--- src/rtl/jhcpu_p_if.sv ---
// jhcpu_p_if -- instruction/data memory bus of the jhcpu_p core.
//   iaddr  : instruction address (core -> memory)
//   idata  : instruction word, one cycle after iaddr (memory -> core)
//   daddr  : data address (core -> memory)
//   drdata : read data, one cycle after daddr (memory -> core)
//   dwdata : write data (core -> memory)
//   dwe    : one-cycle write strobe (core -> memory)
// modports: master = core side, slave = memory side.
interface jhcpu_p_if #(
    parameter int DW = 16,
    parameter int AW = 11
);
    logic [AW-1:0] iaddr;
    logic [AW+4:0] idata;
    logic [AW-1:0] daddr;
    logic [DW-1:0] drdata;
    logic [DW-1:0] dwdata;
    logic          dwe;

    modport master (output iaddr, daddr, dwdata, dwe, input idata, drdata);
    modport slave  (input iaddr, daddr, dwdata, dwe, output idata, drdata);
endinterface

--- src/rtl/jhcpu_p.sv ---
// jhcpu_p -- small accumulator CPU, multi-cycle FETCH/DECODE/MEM/EXEC/HALT.
// Ports:
//   clock, reset (sync, active high), run (low holds the core in FETCH)
//   bus      : jhcpu_p_if.master (iaddr/idata, daddr/drdata/dwdata/dwe)
//   o/o_valid: output register and its update pulse
//   pc, da, zf, halted, stk_err : architectural state / status
// Optional feature: define JHCPU_MULDIV_EN to enable mult (0D) and divi (0E);
// otherwise both behave as 3-cycle NOPs.
// Effects decided in EXEC (da, pc, o, dwe) are registered, so o/o_valid and
// the dwe strobe become visible in the cycle after EXEC. A reset in EXEC thus
// cancels a pending store before it reaches the bus.
module jhcpu_p #(
    parameter int DW     = 16,
    parameter int AW     = 11,
    parameter int SDEPTH = 16
) (
    input  logic          clock,
    input  logic          reset,
    input  logic          run,
    jhcpu_p_if.master     bus,
    output logic [DW-1:0] o,
    output logic          o_valid,
    output logic [AW-1:0] pc,
    output logic [DW-1:0] da,
    output logic          zf,
    output logic          halted,
    output logic          stk_err
);
    localparam logic [2:0] S_FETCH  = 3'd0;
    localparam logic [2:0] S_DECODE = 3'd1;
    localparam logic [2:0] S_MEM    = 3'd2;
    localparam logic [2:0] S_EXEC   = 3'd3;
    localparam logic [2:0] S_HALT   = 3'd4;

    localparam logic [4:0] OP_LDA  = 5'h01;
    localparam logic [4:0] OP_ADD  = 5'h02;
    localparam logic [4:0] OP_OUT  = 5'h03;
    localparam logic [4:0] OP_SDAL = 5'h04;
    localparam logic [4:0] OP_SDAH = 5'h05;
    localparam logic [4:0] OP_STR  = 5'h06;
    localparam logic [4:0] OP_SUB  = 5'h07;
    localparam logic [4:0] OP_JMP  = 5'h08;
    localparam logic [4:0] OP_JZ   = 5'h09;
    localparam logic [4:0] OP_JN   = 5'h0A;
    localparam logic [4:0] OP_CALL = 5'h0B;
    localparam logic [4:0] OP_RET  = 5'h0C;
    localparam logic [4:0] OP_MULT = 5'h0D;
    localparam logic [4:0] OP_DIVI = 5'h0E;
    localparam logic [4:0] OP_STP  = 5'h1F;

    // one extra bit so the pointer can express "full" (== SDEPTH)
    localparam int SPW = $clog2(SDEPTH) + 1;

    logic [2:0]    r_state;
    logic [AW+4:0] r_ir;
    logic [AW-1:0] r_pc;
    logic [DW-1:0] r_da;
    logic [DW-1:0] r_o;
    logic          r_ov;
    logic          r_dwe;
    logic          r_err;
    logic [SPW-1:0] r_sp;
    logic [AW-1:0] r_stk [SDEPTH];

    logic [4:0]     w_op;
    logic [4:0]     w_dec_op;
    logic [AW-1:0]  w_addr;
    logic [AW-1:0]  w_pc_inc;
    logic           w_memrd;
    logic           w_full;
    logic           w_empty;
    logic [SPW-2:0] w_top;
    logic [DW-1:0]  w_sdah;

    assign w_op     = r_ir[AW+4:AW];
    assign w_addr   = r_ir[AW-1:0];
    assign w_dec_op = bus.idata[AW+4:AW];
    assign w_pc_inc = r_pc + 1'b1;
    assign w_full   = (r_sp == SPW'(SDEPTH));
    assign w_empty  = (r_sp == '0);
    assign w_top    = (SPW-1)'(r_sp - SPW'(1));

    // sdah: byte 1 from imm, byte 0 kept, bits above 15 follow imm[7]
    always_comb begin
        w_sdah       = r_da;
        w_sdah[15:8] = w_addr[7:0];
        for (int i = 16; i < DW; i++) w_sdah[i] = w_addr[7];
    end

    // opcodes needing a data read get the extra MEM cycle
    always_comb begin
        w_memrd = 1'b0;
        case (w_dec_op)
            OP_LDA, OP_ADD, OP_OUT, OP_SUB: w_memrd = 1'b1;
`ifdef JHCPU_MULDIV_EN
            OP_MULT, OP_DIVI:               w_memrd = 1'b1;
`endif
            default:                        w_memrd = 1'b0;
        endcase
    end

`ifdef JHCPU_MULDIV_EN
    logic [DW-1:0] w_mul;
    logic [DW-1:0] w_div;
    assign w_mul = r_da * bus.drdata;
    assign w_div = (bus.drdata == '0) ? '1 : r_da / bus.drdata;
`endif

    always_ff @(posedge clock) begin
        if (reset) begin
            r_state <= S_FETCH;
            r_ir    <= '0;
            r_pc    <= '0;
            r_da    <= '0;
            r_o     <= '0;
            r_ov    <= 1'b0;
            r_dwe   <= 1'b0;
            r_err   <= 1'b0;
            r_sp    <= '0;
        end else begin
            r_ov  <= 1'b0;
            r_dwe <= 1'b0;
            case (r_state)
                S_FETCH: if (run) r_state <= S_DECODE;
                S_DECODE: begin
                    r_ir    <= bus.idata;
                    r_state <= w_memrd ? S_MEM : S_EXEC;
                end
                S_MEM: r_state <= S_EXEC;
                S_EXEC: begin
                    r_state <= S_FETCH;
                    r_pc    <= w_pc_inc;
                    case (w_op)
                        OP_LDA:  r_da <= bus.drdata;
                        OP_ADD:  r_da <= r_da + bus.drdata;
                        OP_SUB:  r_da <= r_da - bus.drdata;
                        OP_OUT: begin
                            r_o  <= bus.drdata;
                            r_ov <= 1'b1;
                        end
                        OP_SDAL: r_da <= {{(DW-8){w_addr[7]}}, w_addr[7:0]};
                        OP_SDAH: r_da <= w_sdah;
                        OP_STR:  r_dwe <= 1'b1;
                        OP_JMP:  r_pc <= w_addr;
                        OP_JZ:   if (r_da == '0) r_pc <= w_addr;
                        OP_JN:   if (r_da[DW-1]) r_pc <= w_addr;
                        OP_CALL: begin
                            if (w_full) begin
                                r_err   <= 1'b1;
                                r_state <= S_HALT;
                                r_pc    <= r_pc;
                            end else begin
                                r_sp <= r_sp + 1'b1;
                                r_pc <= w_addr;
                            end
                        end
                        OP_RET: begin
                            if (w_empty) begin
                                r_err   <= 1'b1;
                                r_state <= S_HALT;
                                r_pc    <= r_pc;
                            end else begin
                                r_sp <= r_sp - 1'b1;
                                r_pc <= r_stk[w_top];
                            end
                        end
`ifdef JHCPU_MULDIV_EN
                        OP_MULT: r_da <= w_mul;
                        OP_DIVI: r_da <= w_div;
`endif
                        OP_STP: begin
                            r_state <= S_HALT;
                            r_pc    <= r_pc;
                        end
                        default: ;
                    endcase
                end
                S_HALT:  r_state <= S_HALT;
                default: r_state <= S_FETCH;
            endcase
        end
    end

    // return-stack storage; only the pointer is reset
    always_ff @(posedge clock) begin
        if (!reset && r_state == S_EXEC && w_op == OP_CALL && !w_full)
            r_stk[r_sp[SPW-2:0]] <= w_pc_inc;
    end

    assign bus.iaddr  = r_pc;
    assign bus.daddr  = w_addr;
    assign bus.dwdata = r_da;
    assign bus.dwe    = r_dwe;

    assign o       = r_o;
    assign o_valid = r_ov;
    assign pc      = r_pc;
    assign da      = r_da;
    assign zf      = (r_da == '0);
    assign halted  = (r_state == S_HALT);
    assign stk_err = r_err;
endmodule

--- src/flat_wrapper.sv ---
// flat-port wrapper written by rule: the top's interface ports become plain ports
module jhcpu_p_flat 
#(
    parameter int DW     = 16,
    parameter int AW     = 11,
    parameter int SDEPTH = 16
)
  (clock, reset, run, o, o_valid, pc, da, zf, halted, stk_err, bus_iaddr, bus_daddr, bus_dwdata, bus_dwe, bus_idata, bus_drdata);
  jhcpu_p_if #(.DW(DW), .AW(AW)) bus_i ();
  input  logic clock;
  input  logic reset;
  input  logic run;
  output logic [DW-1:0] o;
  output logic o_valid;
  output logic [AW-1:0] pc;
  output logic [DW-1:0] da;
  output logic zf;
  output logic halted;
  output logic stk_err;
  output wire logic [$bits(bus_i.iaddr)-1:0] bus_iaddr;
  output wire logic [$bits(bus_i.daddr)-1:0] bus_daddr;
  output wire logic [$bits(bus_i.dwdata)-1:0] bus_dwdata;
  output wire logic [$bits(bus_i.dwe)-1:0] bus_dwe;
  input wire logic [$bits(bus_i.idata)-1:0] bus_idata;
  input wire logic [$bits(bus_i.drdata)-1:0] bus_drdata;
  assign bus_iaddr = bus_i.iaddr;
  assign bus_daddr = bus_i.daddr;
  assign bus_dwdata = bus_i.dwdata;
  assign bus_dwe = bus_i.dwe;
  assign bus_i.idata = bus_idata;
  assign bus_i.drdata = bus_drdata;
  jhcpu_p #(.DW(DW), .AW(AW), .SDEPTH(SDEPTH)) u_core (.clock(clock), .reset(reset), .run(run), .bus(bus_i), .o(o), .o_valid(o_valid), .pc(pc), .da(da), .zf(zf), .halted(halted), .stk_err(stk_err));
endmodule
--- config.mk ---
export PLATFORM = sky130hd
export DESIGN_NAME = jhcpu_p_flat
export DESIGN_NICKNAME = d
export VERILOG_FILES = /design/src/rtl/jhcpu_p_if.sv /design/src/rtl/jhcpu_p.sv /design/src/flat_wrapper.sv
export SDC_FILE = /design/constraint.sdc
export NUM_CORES = 1
export LEC_CHECK = 0
export BUFFER_PORTS_ARGS = -buffer_cell sky130_fd_sc_hd__buf_2
export CORE_UTILIZATION = 45
export CTS_BUF_LIST = sky130_fd_sc_hd__clkbuf_4
export DETAILED_ROUTE_END_ITERATION = 10
export SETUP_SLACK_MARGIN = 0.05
export SKIP_LAST_GASP = 1
export SLEW_MARGIN = 20
export SYNTH_ARGS = -nofsm -noshare
export SYNTH_HDL_FRONTEND = slang
export SYNTH_SLANG_ARGS = --single-unit
--- constraint.sdc ---
create_clock -name clock -period 5 [get_ports clock]
set_input_delay 1 -clock clock [delete_from_list [all_inputs] [get_ports clock]]
set_output_delay 1 -clock clock [all_outputs]
set_load 0.03 [all_outputs]
======== Word-level counts from Yosys, hierarchy flattened ========
Memory sizes are Yosys's and may differ from the RTL's.
Cells that the tools add are included.
word-level totals
  output and inout bits ................... 86
  memories ................................ 1
  RAM bits ................................ 176
  word-level logic and storage cells ...... 88
  register bits ........................... 70
cells by class
  reductions and logical operators ........ 19
  bitwise logic cells ..................... 3
  mux-type cells .......................... 23
  eq/ne operators ......................... 27
  $add $sub $neg .......................... 5
memories
  name          depth  bits a word  read ports  clocked after Yosys merged registers in  wr ports  line           text
  u_core.r_stk  16     11           1           0                                        1         jhcpu_p.sv:63  logic [AW-1:0] r_stk [SDEPTH];
operator list
  cell                                                                    count
  16-bit one-hot mux with 5 select lines                                  1
  11-bit one-hot mux with 6 select lines                                  1
  11-bit 2-to-1 mux                                                       4
  5-bit by 3-bit equality test with 1-bit output (second input constant)  5
  5-bit by 4-bit equality test with 1-bit output (second input constant)  5
  5-bit by 2-bit equality test with 1-bit output (second input constant)  4
  16-bit adder                                                            1
  16-bit logical NOT                                                      1
  16-bit subtractor                                                       1
  3-bit one-hot mux with 5 select lines                                   1
  4-bit AND reduction                                                     3
  11-bit by 1-bit adder with 11-bit output (second input constant)        1
  5-bit by 1-bit equality test with 1-bit output (second input constant)  2
  5-bit equality test (second input constant)                             2
  5-bit 2-to-1 mux                                                        2
  5-bit one-hot mux with 2 select lines                                   1
  3-bit 2-to-1 mux                                                        3
  3-bit one-hot mux with 3 select lines                                   1
  1-bit 2-to-1 mux                                                        8
  3-bit by 2-bit equality test with 1-bit output (second input constant)  2
  2-bit inequality test (second input constant)                           3
  5-bit by 1-bit adder with 5-bit output (second input constant)          1
  5-bit logical NOT                                                       1
  5-bit nonzero test                                                      1
  15 further kinds                                                        22

======== Longest topological paths before layout ========
Gate-level depths: netlist of run 1.
  depth in word-level cells ............... 6
  depth in mapped cells ................... 14
  gate-level depth less buffers ........... 12

======== Worst setup path before layout of run 1 ========
No wires, ideal clock.
  path kind ............................... in2reg
  start ................................... input bus_drdata[2]
  end ..................................... register u_core.r_da[12] (netlist: u_core.bus.dwdata[12])
  arrival ................................. 3.806 ns
  path slack .............................. 1.082 ns
  setup time .............................. 0.112 ns
  data required time ...................... 4.888 ns
  path buffers ............................ 1
  cell stages on the path ................. 11
  cell sequence ........................... buf_6 -> or4_4 -> or3_4 -> o31ai_1 -> xor2_1 -> ha_1 -> a21oi_1 -> nand2_1 -> a211oi_1 -> o311ai_0 -> a2111oi_1
on the way
  word-level cells in the longest chain between the ends .. 2
  elaborated cells between the ends (all ways) .. 3
  those cells by class .................... 2 x add/sub; 1 x mux
RTL lines
  what                                                      line                            text
  from (decl)                                               flat_wrapper.sv:25              input wire logic [$bits(bus_i.drdata)-1:0] bus_drdata;
  16-bit subtractor / 16-bit adder (equally long branches)  jhcpu_p.sv:136, jhcpu_p.sv:135
  16-bit one-hot mux with 5 select lines *                  jhcpu_p.sv:133                  case (w_op)
  to (signal assigned)                                      jhcpu_p.sv:134                  OP_LDA: r_da <= bus.drdata;
  to (signal assigned)                                      jhcpu_p.sv:135                  OP_ADD: r_da <= r_da + bus.drdata;
  to (signal assigned)                                      jhcpu_p.sv:136                  OP_SUB: r_da <= r_da - bus.drdata;
  to (decl)                                                 jhcpu_p.sv:57                   logic [DW-1:0] r_da;
Every way passes the cells marked *; elsewhere a longest branch is shown, timed or not.
A chain may end at the register's enable or synchronous reset.

======== Final worst setup path of run 1 ========
Same ends and word-level chain as after synthesis.

==> flow_summary.html, run 1 <==
<table>
<tr><th>Metric</th><th>Value</th></tr>
<tr><th colspan="2">Place</th></tr>
<tr><td>Post-Place Cell Area</td><td>12500 um2</td></tr>
<tr><td>HPWL Detailed</td><td>20500 um</td></tr>
<tr><td>Gp weighted congestion</td><td>0.987</td></tr>
<tr><td>Buffers added on ports</td><td>120</td></tr>
<tr><td>Number of instances in the placed design</td><td>1357</td></tr>
<tr><th colspan="2">Synth</th></tr>
<tr><td>Cell with the most instances after synthesis</td><td>edfxtp_1</td></tr>
<tr><td>Primary FF master, synth</td><td>edfxtp_1</td></tr>
<tr><td>Synthesized net count</td><td>~1000</td></tr>
<tr><td>Main combinational cell family by area after synthesis</td><td>simple AND/OR/NAND/NOR gates</td></tr>
<tr><td>Fraction of the yosys area taken by sequential cells</td><td>0.569</td></tr>
<tr><td>Cell variety after synth</td><td>80</td></tr>
<tr><td>Post-Synthesis Cell Area</td><td>around 12000 um2</td></tr>
<tr><td>Synthesis warning total</td><td>0</td></tr>
<tr><td>FF+latch count, synth</td><td>roughly 250</td></tr>
<tr><td>Most area-hungry cell type in the Yosys netlist</td><td>edfxtp_1</td></tr>
<tr><td>Most common library cells after synthesis</td><td>176 x edfxtp_1, 133 x nand2_1, 85 x nor2_1</td></tr>
<tr><td>Post-Synth XOR/XNOR Area</td><td>0.0351</td></tr>
<tr><td>Synth async-reset ratio</td><td>0</td></tr>
<tr><td>Top-area cell type share of the netlist area</td><td>0.450</td></tr>
<tr><td>Synth Area in Adders</td><td>0.0251</td></tr>
<tr><td>Leading cell types by total area after synthesis</td><td>edfxtp_1 45%, dfxtp_1 12%, mux4_2 7.5%</td></tr>
<tr><td>Post-synthesis mux area share</td><td>0.0925</td></tr>
<tr><td>Number of synthesized flops with an enable pin</td><td>176</td></tr>
<tr><td>Synthesized-area fraction occupied by ao, oa, aoi and oai cells</td><td>0.0994</td></tr>
<tr><td>Simple-gate share of the synthesized area</td><td>0.129</td></tr>
<tr><td>Instance count of the mapped netlist</td><td>roughly 970</td></tr>
<tr><td>Avg Synthesized Cell Area</td><td>roughly 12 um2</td></tr>
<tr><th colspan="2">Route</th></tr>
<tr><td>DRC errors left</td><td>0</td></tr>
<tr><td>Iter 0 DRT Violations</td><td>~700</td></tr>
<tr><td>Post-detailed-routing wire length</td><td>30600 um</td></tr>
<tr><td>Wire per inst</td><td>20.7 um</td></tr>
<tr><td>Count of nets left with antenna violations after detail routing</td><td>0</td></tr>
<tr><td>Vias per cell</td><td>about 5.6</td></tr>
<tr><td>Vias</td><td>8299</td></tr>
<tr><td>TritonRoute pass-1 iters</td><td>5</td></tr>
<tr><th colspan="2">Pwr</th></tr>
<tr><td>Net switching component of the power</td><td>between 1000 and 1500 uW</td></tr>
<tr><td>Sequential fraction of design power</td><td>0.496</td></tr>
<tr><td>Switching share of power</td><td>0.265</td></tr>
<tr><td>Internal power</td><td>around 3400 uW</td></tr>
<tr><td>Clock Power Share</td><td>0.406</td></tr>
<tr><td>Leakage Power</td><td>0.00492 uW</td></tr>
<tr><td>IR Drop Worst-Case VDD</td><td>0.197 mV</td></tr>
<tr><td>Power density of the placed cells</td><td>roughly 350 nW/um2</td></tr>
<tr><td>Combinational fraction of design power</td><td>0.098</td></tr>
<tr><th colspan="2">Clocking</th></tr>
<tr><td>Post-CTS sizing</td><td>0</td></tr>
<tr><td>Clk sink count</td><td>around 250</td></tr>
<tr><td>Insertion delay of the later-clocked pin in the worst-skew pair</td><td>~0.67 ns</td></tr>
<tr><td>CTS tree</td><td>done</td></tr>
<tr><td>Setup fix buffers added after clock tree synthesis</td><td>0</td></tr>
<tr><td>Clock Root Buffer</td><td>clkbuf_4</td></tr>
<tr><td>H-tree depth</td><td>3</td></tr>
<tr><td>Max clock buf depth</td><td>3</td></tr>
<tr><td>Clk slew on worst S/H paths</td><td>0.06 ns</td></tr>
<tr><td>Num CTS Buffers</td><td>67</td></tr>
<tr><td>Hold buffers post-CTS</td><td>0</td></tr>
<tr><th colspan="2">Timing</th></tr>
<tr><td>TNS Setup</td><td>0 ns</td></tr>
<tr><td>Unrepaired setup endpoints after global routing</td><td>no</td></tr>
<tr><td>Max-slew headroom</td><td>0.249</td></tr>
<tr><td>Max Clk Rate</td><td>278 MHz</td></tr>
<tr><td>Shortest clock period the worst path allows after layout</td><td>about 3.6 ns</td></tr>
<tr><td>Final-report hold violation count</td><td>0</td></tr>
<tr><td>Clock Skews</td><td>0.0346 ns</td></tr>
<tr><td>Crit share post-route</td><td>0.718</td></tr>
<tr><td>Transition time at the pin with the least slew margin</td><td>between 1 and 1.5 ns</td></tr>
<tr><td>Number of endpoints failing setup at the final stage</td><td>0</td></tr>
<tr><td>Final Max Slew Viols</td><td>0</td></tr>
<tr><th colspan="2">Cells and area</th></tr>
<tr><td>Layout overhead on the synthesized area</td><td>13.7%</td></tr>
<tr><td>Design Area, Final</td><td>between 10000 and 15000 um2</td></tr>
<tr><td>Filler-free cell count of the finished design</td><td>about 1500</td></tr>
<tr><td>Layout cell share with drive strength beyond 1</td><td>0.282</td></tr>
<tr><td>Layout net count</td><td>1154</td></tr>
<tr><td>Count of filler cells inserted in the layout</td><td>between 2000 and 2500</td></tr>
<tr><th colspan="2">Die</th></tr>
<tr><td>Num rows</td><td>58</td></tr>
<tr><td>X dimension of the die</td><td>between 150 and 200 um</td></tr>
<tr><td>Vertical extent of the die</td><td>164 um</td></tr>
<tr><td>CORE AREA</td><td>25400 um2</td></tr>
<tr><td>Die outline area</td><td>~27000 um2</td></tr>
<tr><td>Top-level port count</td><td>approximately 120</td></tr>
<tr><td>Initial cell density of the core</td><td>0.463</td></tr>
<tr><th colspan="2">Critical path</th></tr>
<tr><td>CP Cell Sequence</td><td>buf_2 -&gt; or4_4 -&gt; or3_4 -&gt; o31ai_1 -&gt; xor2_1 -&gt; ha_1 -&gt; a21oi_1 -&gt; nand2_1 -&gt; a211oi_1 -&gt; o311ai_0 -&gt; a2111oi_1</td></tr>
<tr><td>Endpoint kind of the worst setup timing path</td><td>flop</td></tr>
<tr><td>Library cell contributing the largest single delay on the critical path</td><td>or4_4</td></tr>
<tr><td>Depth of the critical timing path with buffers and inverters included</td><td>11</td></tr>
<tr><td>Max FO, Critical Path</td><td>8</td></tr>
<tr><td>Kind of cell adding the most delay to the critical path</td><td>compound AO/OA/AOI/OAI gates</td></tr>
<tr><td>Crit path buffers/inverters</td><td>1</td></tr>
<tr><td>Capturing instance or port of the critical path</td><td>u_core.bus.dwdata[12]$_SDFFE_PP0P_</td></tr>
<tr><td>Worst R2R Setup Slack</td><td>roughly 1.5 ns</td></tr>
<tr><td>Worst r2r path cells</td><td>8</td></tr>
<tr><td>Critical path startpoint</td><td>bus_drdata[2]</td></tr>
<tr><td>Crit path DAT</td><td>4.14 ns</td></tr>
<tr><td>Crit Path Category</td><td>input port to flop</td></tr>
<tr><td>Max stage delay on crit path</td><td>between 0.5 and 0.6 ns</td></tr>
<tr><td>Required time of the critical path</td><td>about 5.6 ns</td></tr>
<tr><td>CP startpoint kind</td><td>input port</td></tr>
<tr><td>Reg2reg start</td><td>u_core.r_ir[12]$_SDFFE_PP0P_</td></tr>
<tr><td>Destination of the worst register-to-register timing path</td><td>u_core.bus.dwdata[12]$_SDFFE_PP0P_</td></tr>
<tr><th colspan="2">Global routing</th></tr>
<tr><td>Global Route Usage Sum</td><td>0.233</td></tr>
<tr><td>Grt ovf</td><td>0</td></tr>
<tr><td>Number of antenna violations at the first check in global routing</td><td>1</td></tr>
<tr><td>Vias in the first global route</td><td>between 7000 and 8000</td></tr>
<tr><td>Pin count of the biggest net entering global routing</td><td>between 40 and 50</td></tr>
<tr><td>First-pass GRT wire length</td><td>46200 um</td></tr>
<tr><th colspan="2">Min path</th></tr>
<tr><td>Worst hold path depth</td><td>2</td></tr>
<tr><td>Hold crit path type</td><td>flop to flop</td></tr>
<tr><td>Launch point of the worst hold path</td><td>u_core.o[11]$_SDFFE_PP0P_</td></tr>
<tr><th colspan="2">Run status</th></tr>
<tr><td>Result of the run</td><td>finished clean</td></tr>
<tr><th colspan="2">Job</th></tr>
<tr><td>Maximum Capacitance Violations</td><td>0</td></tr>
</table>
==> worst register-to-register path, delay by kind of cell, from the launching register on <==
kind	cells	cell delay, ns
adders and majority gates	1	0.45
and+or+nand+nor	1	0.39
muxes	1	0.27
DFF	1	0.67
AOI/OAI and AO/OA	5	1.60
==> layout by cell type, fill, tap and decap left out, types with 6 or more instances in the layout <==
| cell type | n |
|---|---|
| a21oi_1 | 59 |
| nand3_1 | 39 |
| nor3_1 | 16 |
| xor2_1 | 17 |
| nand2_1 | 133 |
| mux4_2 | 39 |
| a311oi_1 | 10 |
| nand4_1 | 6 |
| buf_2 | 120 |
| clkbuf_4 | 99 |
| nor4_1 | 7 |
| ha_1 | 21 |
| nor2_1 | 81 |
| o21ai_0 | 21 |
| buf_4 | 27 |
| xnor2_1 | 26 |
| mux4_1 | 6 |
| dfxtp_1 | 69 |
| o21ai_1 | 6 |
| clkinv_1 | 10 |
| inv_1 | 12 |
| a211oi_1 | 12 |
| edfxtp_1 | 176 |
| nand2b_1 | 6 |
| a21o_1 | 9 |
| o21a_1 | 6 |
==> final cells by class <==
cell class                 instances  area, um2  area share
clock buffer                      99        743      0.0556
inverter                          13       48.8     0.00365
antenna                            2       5.00    0.000375
clock inverter                    17        146      0.0110
multi-input combinational        621       4520       0.338
timing repair buffer             147        803      0.0601
tap                              330        413      0.0309
sequential                       246       6690       0.500
==> state kept, by name (all words and copies together), names as in the netlist <==
name               cells
u_core.bus.dwdata     16
u_core.bus.dwe         1
u_core.r_stk         176
u_core.stk_err         1
u_core.r_state         3
u_core.r_ir           16
u_core.bus.iaddr      11
u_core.o_valid         1
u_core.o              16
u_core.r_sp            5
==> cell families (layout without fill, tap and decap cells) <==
logic type / after synthesis / count (layout)
other: 0 / 2
AOI/OAI and AO/OA: 174 / 174
xor gates and xnor gates: 45 / 45
buffers and inverters: 101 / 276
DFF: 246 / 246
and+or+nand+nor: 329 / 329
adders and majority gates: 23 / 23
muxes: 50 / 50
==> power by group through the flow <==
stage	sequential (uW)	clock, uW	combinational [uW]
finish	2290	1870	452
global route	2290	2030	495
CTS	2280	1930	450
detailed placement	2330	0	448
global placement	2330	0	446
floorplan	2320	0	318
==> per-layer routing <==
| metal | up-vias | wire length [um] | GRT usage |
|---|---|---|---|
| met5 | - | 0 | 0 |
| met4 | 0 | 485 | 0.0715 |
| met3 | 34 | 1930 | 0.0449 |
| met2 | 280 | 14100 | 0.355 |
| met1 | 4087 | 14100 | 0.335 |
| li1 | 3898 | - | - |
==> worst min path at each step <==
stage,end,slack (ns)
5_1_grt,u_core.o[15]$_SDFFE_PP0P_,0.47
4_1_cts,u_core.o[3]$_SDFFE_PP0P_,0.45
3_5_place_dp,u_core.o[15]$_SDFFE_PP0P_,0.44
2_1_floorplan,u_core.r_ir[8]$_SDFFE_PP0P_,0.45
3_3_place_gp,u_core.o[3]$_SDFFE_PP0P_,0.44
6_report,u_core.o[11]$_SDFFE_PP0P_,0.45
==> per-stage QoR <==
stage	worst slack (ns)	hold slack, ns	util	total power [uW]
after detailed placement	0.741	0.444	0.490	2780
after CTS	1.48	0.453	0.525	4670
after floorplan	1.08	0.450	-	2640
after global placement	0.774	0.440	0.490	2770
final	1.41	0.453	0.526	4610
after global routing	1.21	0.473	0.526	4810
Power figures use the tool's default switching activity.
==> run 2: changes to the inputs <==
==> constraint.sdc (replaced) <==
create_clock -name clock -period 3.75 [get_ports clock]
set_input_delay 0.75 -clock clock [delete_from_list [all_inputs] [get_ports clock]]
set_output_delay 0.75 -clock clock [all_outputs]
set_load 0.03 [all_outputs]
==> flow_summary.html, run 2 (same netlist as run 1, synthesis figures left out) <==
<table>
<tr><th>Metric</th><th>Value</th></tr>
<tr><th colspan="2">Timing</th></tr>
<tr><td>Number of endpoints failing setup at the final stage</td><td>0 (unchanged)</td></tr>
<tr><td>Max-slew headroom</td><td>0.283 (+0.0342)</td></tr>
<tr><td>Shortest clock period the worst path allows after layout</td><td>about 3.2 ns</td></tr>
<tr><td>Unrepaired setup endpoints after global routing</td><td>no</td></tr>
<tr><td>Transition time at the pin with the least slew margin</td><td>1.07 ns (-0.0552 ns)</td></tr>
<tr><td>Crit share post-route</td><td>0.851</td></tr>
<tr><td>Final worst slack</td><td>0.557 ns (-0.851 ns)</td></tr>
<tr><td>Max Clk Rate</td><td>around 310 MHz</td></tr>
<tr><td>Clock Skews</td><td>0.0574 ns (+0.0227 ns)</td></tr>
<tr><td>Final-report hold violation count</td><td>0 (unchanged)</td></tr>
<tr><td>Final Max Slew Viols</td><td>0 (unchanged)</td></tr>
<tr><th colspan="2">Route</th></tr>
<tr><td>Count of nets left with antenna violations after detail routing</td><td>0 (unchanged)</td></tr>
<tr><td>Wire per inst</td><td>20.7 um (-0.15%)</td></tr>
<tr><td>Vias</td><td>8431 (+1.6%)</td></tr>
<tr><td>Iter 0 DRT Violations</td><td>786 (+13%)</td></tr>
<tr><td>Post-detailed-routing wire length</td><td>31100 um (+1.6%)</td></tr>
<tr><td>TritonRoute pass-1 iters</td><td>5 (unchanged)</td></tr>
<tr><td>Vias per cell</td><td>5.62 (-0.17%)</td></tr>
<tr><td>DRC errors left</td><td>0 (unchanged)</td></tr>
<tr><th colspan="2">Clocking</th></tr>
<tr><td>CTS tree</td><td>done</td></tr>
<tr><td>Insertion delay of the later-clocked pin in the worst-skew pair</td><td>0.70 ns (+0.03 ns)</td></tr>
<tr><td>H-tree depth</td><td>3 (unchanged)</td></tr>
<tr><td>Max clock buf depth</td><td>3 (unchanged)</td></tr>
<tr><td>Num CTS Buffers</td><td>67 (unchanged)</td></tr>
<tr><td>Clk sink count</td><td>246 (unchanged)</td></tr>
<tr><td>Hold buffers post-CTS</td><td>0 (unchanged)</td></tr>
<tr><td>Clk slew on worst S/H paths</td><td>0.07 ns (about the same)</td></tr>
<tr><td>Post-CTS sizing</td><td>0 (unchanged)</td></tr>
<tr><td>Setup fix buffers added after clock tree synthesis</td><td>0 (unchanged)</td></tr>
<tr><td>Clock Root Buffer</td><td>clkbuf_4</td></tr>
<tr><th colspan="2">Place</th></tr>
<tr><td>Buffers added on ports</td><td>120 (unchanged)</td></tr>
<tr><td>HPWL Detailed</td><td>20800 um (+1.4%)</td></tr>
<tr><td>Number of instances in the placed design</td><td>1380 (+1.7%)</td></tr>
<tr><td>Setup Slack @ Placement</td><td>-0.0577 ns (-0.799 ns)</td></tr>
<tr><td>Gp weighted congestion</td><td>0.868 (-12%)</td></tr>
<tr><th colspan="2">Global routing</th></tr>
<tr><td>Global Route Usage Sum</td><td>0.236 (+0.00270)</td></tr>
<tr><td>Vias in the first global route</td><td>7914 (+1.3%)</td></tr>
<tr><td>Pin count of the biggest net entering global routing</td><td>71 (+61%)</td></tr>
<tr><td>First-pass GRT wire length</td><td>46500 um (+0.45%)</td></tr>
<tr><td>Number of antenna violations at the first check in global routing</td><td>2 (+1)</td></tr>
<tr><td>Grt ovf</td><td>0 (unchanged)</td></tr>
<tr><th colspan="2">Cells and area</th></tr>
<tr><td>Layout cell share with drive strength beyond 1</td><td>0.293 (+0.0117)</td></tr>
<tr><td>Most frequent cells in the layout</td><td>176 x edfxtp_1, 133 x nand2_1, 120 x buf_2</td></tr>
<tr><td>Area occupied by multi-input gates</td><td>4500 um2 (-0.39%)</td></tr>
<tr><td>Layout overhead on the synthesized area</td><td>15.0%</td></tr>
<tr><td>Layout net count</td><td>1177 (+2.0%)</td></tr>
<tr><td>Most common cell after layout, fill and taps aside</td><td>edfxtp_1</td></tr>
<tr><td>Storage cell area</td><td>6690 um2 (unchanged)</td></tr>
<tr><td>Number of flip-flops under the largest register name</td><td>176 (unchanged)</td></tr>
<tr><td>Filler-free cell count of the finished design</td><td>1501 (+1.8%)</td></tr>
<tr><td>Count of filler cells inserted in the layout</td><td>2282 (-0.44%)</td></tr>
<tr><th colspan="2">Die</th></tr>
<tr><td>CORE AREA</td><td>25400 um2 (unchanged)</td></tr>
<tr><td>Die outline area</td><td>26800 um2 (unchanged)</td></tr>
<tr><td>Initial cell density of the core</td><td>0.463 (unchanged)</td></tr>
<tr><td>Vertical extent of the die</td><td>164 um (unchanged)</td></tr>
<tr><td>Num rows</td><td>58 (unchanged)</td></tr>
<tr><td>X dimension of the die</td><td>164 um (unchanged)</td></tr>
<tr><td>Top-level port count</td><td>121 (unchanged)</td></tr>
<tr><th colspan="2">Critical path</th></tr>
<tr><td>CP startpoint kind</td><td>flop</td></tr>
<tr><td>Required time of the critical path</td><td>4.32 ns (-1.23 ns)</td></tr>
<tr><td>Endpoint kind of the worst setup timing path</td><td>flop</td></tr>
<tr><td>Crit path DAT</td><td>3.76 ns (-0.38 ns)</td></tr>
<tr><td>Max FO, Critical Path</td><td>10 (+2)</td></tr>
<tr><td>Crit Path Category</td><td>flop to flop</td></tr>
<tr><th colspan="2">Pwr</th></tr>
<tr><td>Net switching component of the power</td><td>1640 uW (+34%)</td></tr>
<tr><td>Power density of the placed cells</td><td>453 nW/um2 (+31%)</td></tr>
<tr><td>Combinational fraction of design power</td><td>0.101 (+0.003)</td></tr>
<tr><td>Clock Power Share</td><td>0.402 (-0.004)</td></tr>
<tr><td>Leakage Power</td><td>0.00503 uW (+2.2%)</td></tr>
<tr><td>IR Drop Worst-Case VDD</td><td>0.295 mV (+49%)</td></tr>
<tr><td>Switching share of power</td><td>0.267 (+0.00193)</td></tr>
<tr><td>Sequential fraction of design power</td><td>0.497 (about the same)</td></tr>
<tr><td>Internal power</td><td>4490 uW (+33%)</td></tr>
<tr><th colspan="2">Min path</th></tr>
<tr><td>Hold crit path type</td><td>input port to flop</td></tr>
<tr><th colspan="2">Run status</th></tr>
<tr><td>Result of the run</td><td>finished clean</td></tr>
<tr><th colspan="2">Job</th></tr>
<tr><td>Maximum Capacitance Violations</td><td>0 (unchanged)</td></tr>
</table>
-- run 2: cell count changes in the layout (fill, tap and decap cells not counted), moves of 3 or more --
cell	change
buf_4	+23
clkbuf_4	+3
nor2_1	+4
nor2_2	-4
-- run 2: metal layers --
metal | GRT usage | vias up | routed length (um)
met5 | 0 | - | 0
met4 | 0.0850 | 0 | 775
met3 | 0.0515 | 62 | 2360
met2 | 0.349 | 338 | 13800
met1 | 0.340 | 4087 | 14100
li1 | - | 3944 | -
-- run 2: through the flow --
step	utilization	hold slack (ns)	power (uW)	cell area, um2	TNS (ns)
global route	0.532	0.306	6390	13500	0
finish	0.532	0.330	6130	13500	0
floorplan	-	0.450	3520	11800	0
detailed placement	0.497	0.444	3720	12600	-0.0577
CTS	0.532	0.282	6190	13500	0
global placement	0.497	0.440	3710	12600	-0.0115
-- run 2: worst max-delay path, stage by stage (launching register included) --
cell and delay [ns]:
dfxtp_1 0.36, nor2_1 0.17, buf_4 0.19, and4_1 0.37, nor2_1 0.09, xnor2_1 0.14, ha_1 0.35, a211oi_1 0.30
o21bai_1 0.18, a211oi_1 0.26, buf_4 0.16, o311ai_0 0.12, a2111oi_1 0.40
-- run 2: path summary, 6_finish.rpt --
| path | start | to | slack, ns | cells after the start |
|---|---|---|---|---|
| setup reg to reg | u_core.r_ir[14]$_SDFFE_PP0P_ | u_core.bus.dwdata[12]$_SDFFE_PP0P_ | 0.56 | 12 |
| hold reg to reg | u_core.o[9]$_SDFFE_PP0P_ | u_core.o[9]$_SDFFE_PP0P_ | 0.45 | 2 |
| hold / removal | bus_idata[6] | u_core.r_ir[6]$_SDFFE_PP0P_ | 0.33 | 3 |
| setup / recovery | u_core.r_ir[14]$_SDFFE_PP0P_ | u_core.bus.dwdata[12]$_SDFFE_PP0P_ | 0.56 | 12 |
-- run 2: power groups by stage --
stage	registers [uW]	logic, uW	clock network (uW)
after floorplan	3090	424	0
after global placement	3100	612	0
after CTS	3050	618	2530
final	3050	620	2460
after detailed placement	3100	615	0
after global routing	3050	678	2670
-- run 2: cell type report --
cell class | count | share of cell area
antenna | 2 | 0.000370
clock buffer | 102 | 0.0567
sequential | 246 | 0.495
timing repair buffer | 170 | 0.0722
clock inverter | 17 | 0.00898
tap | 330 | 0.0305
multi-input combinational | 621 | 0.333
inverter | 13 | 0.00361
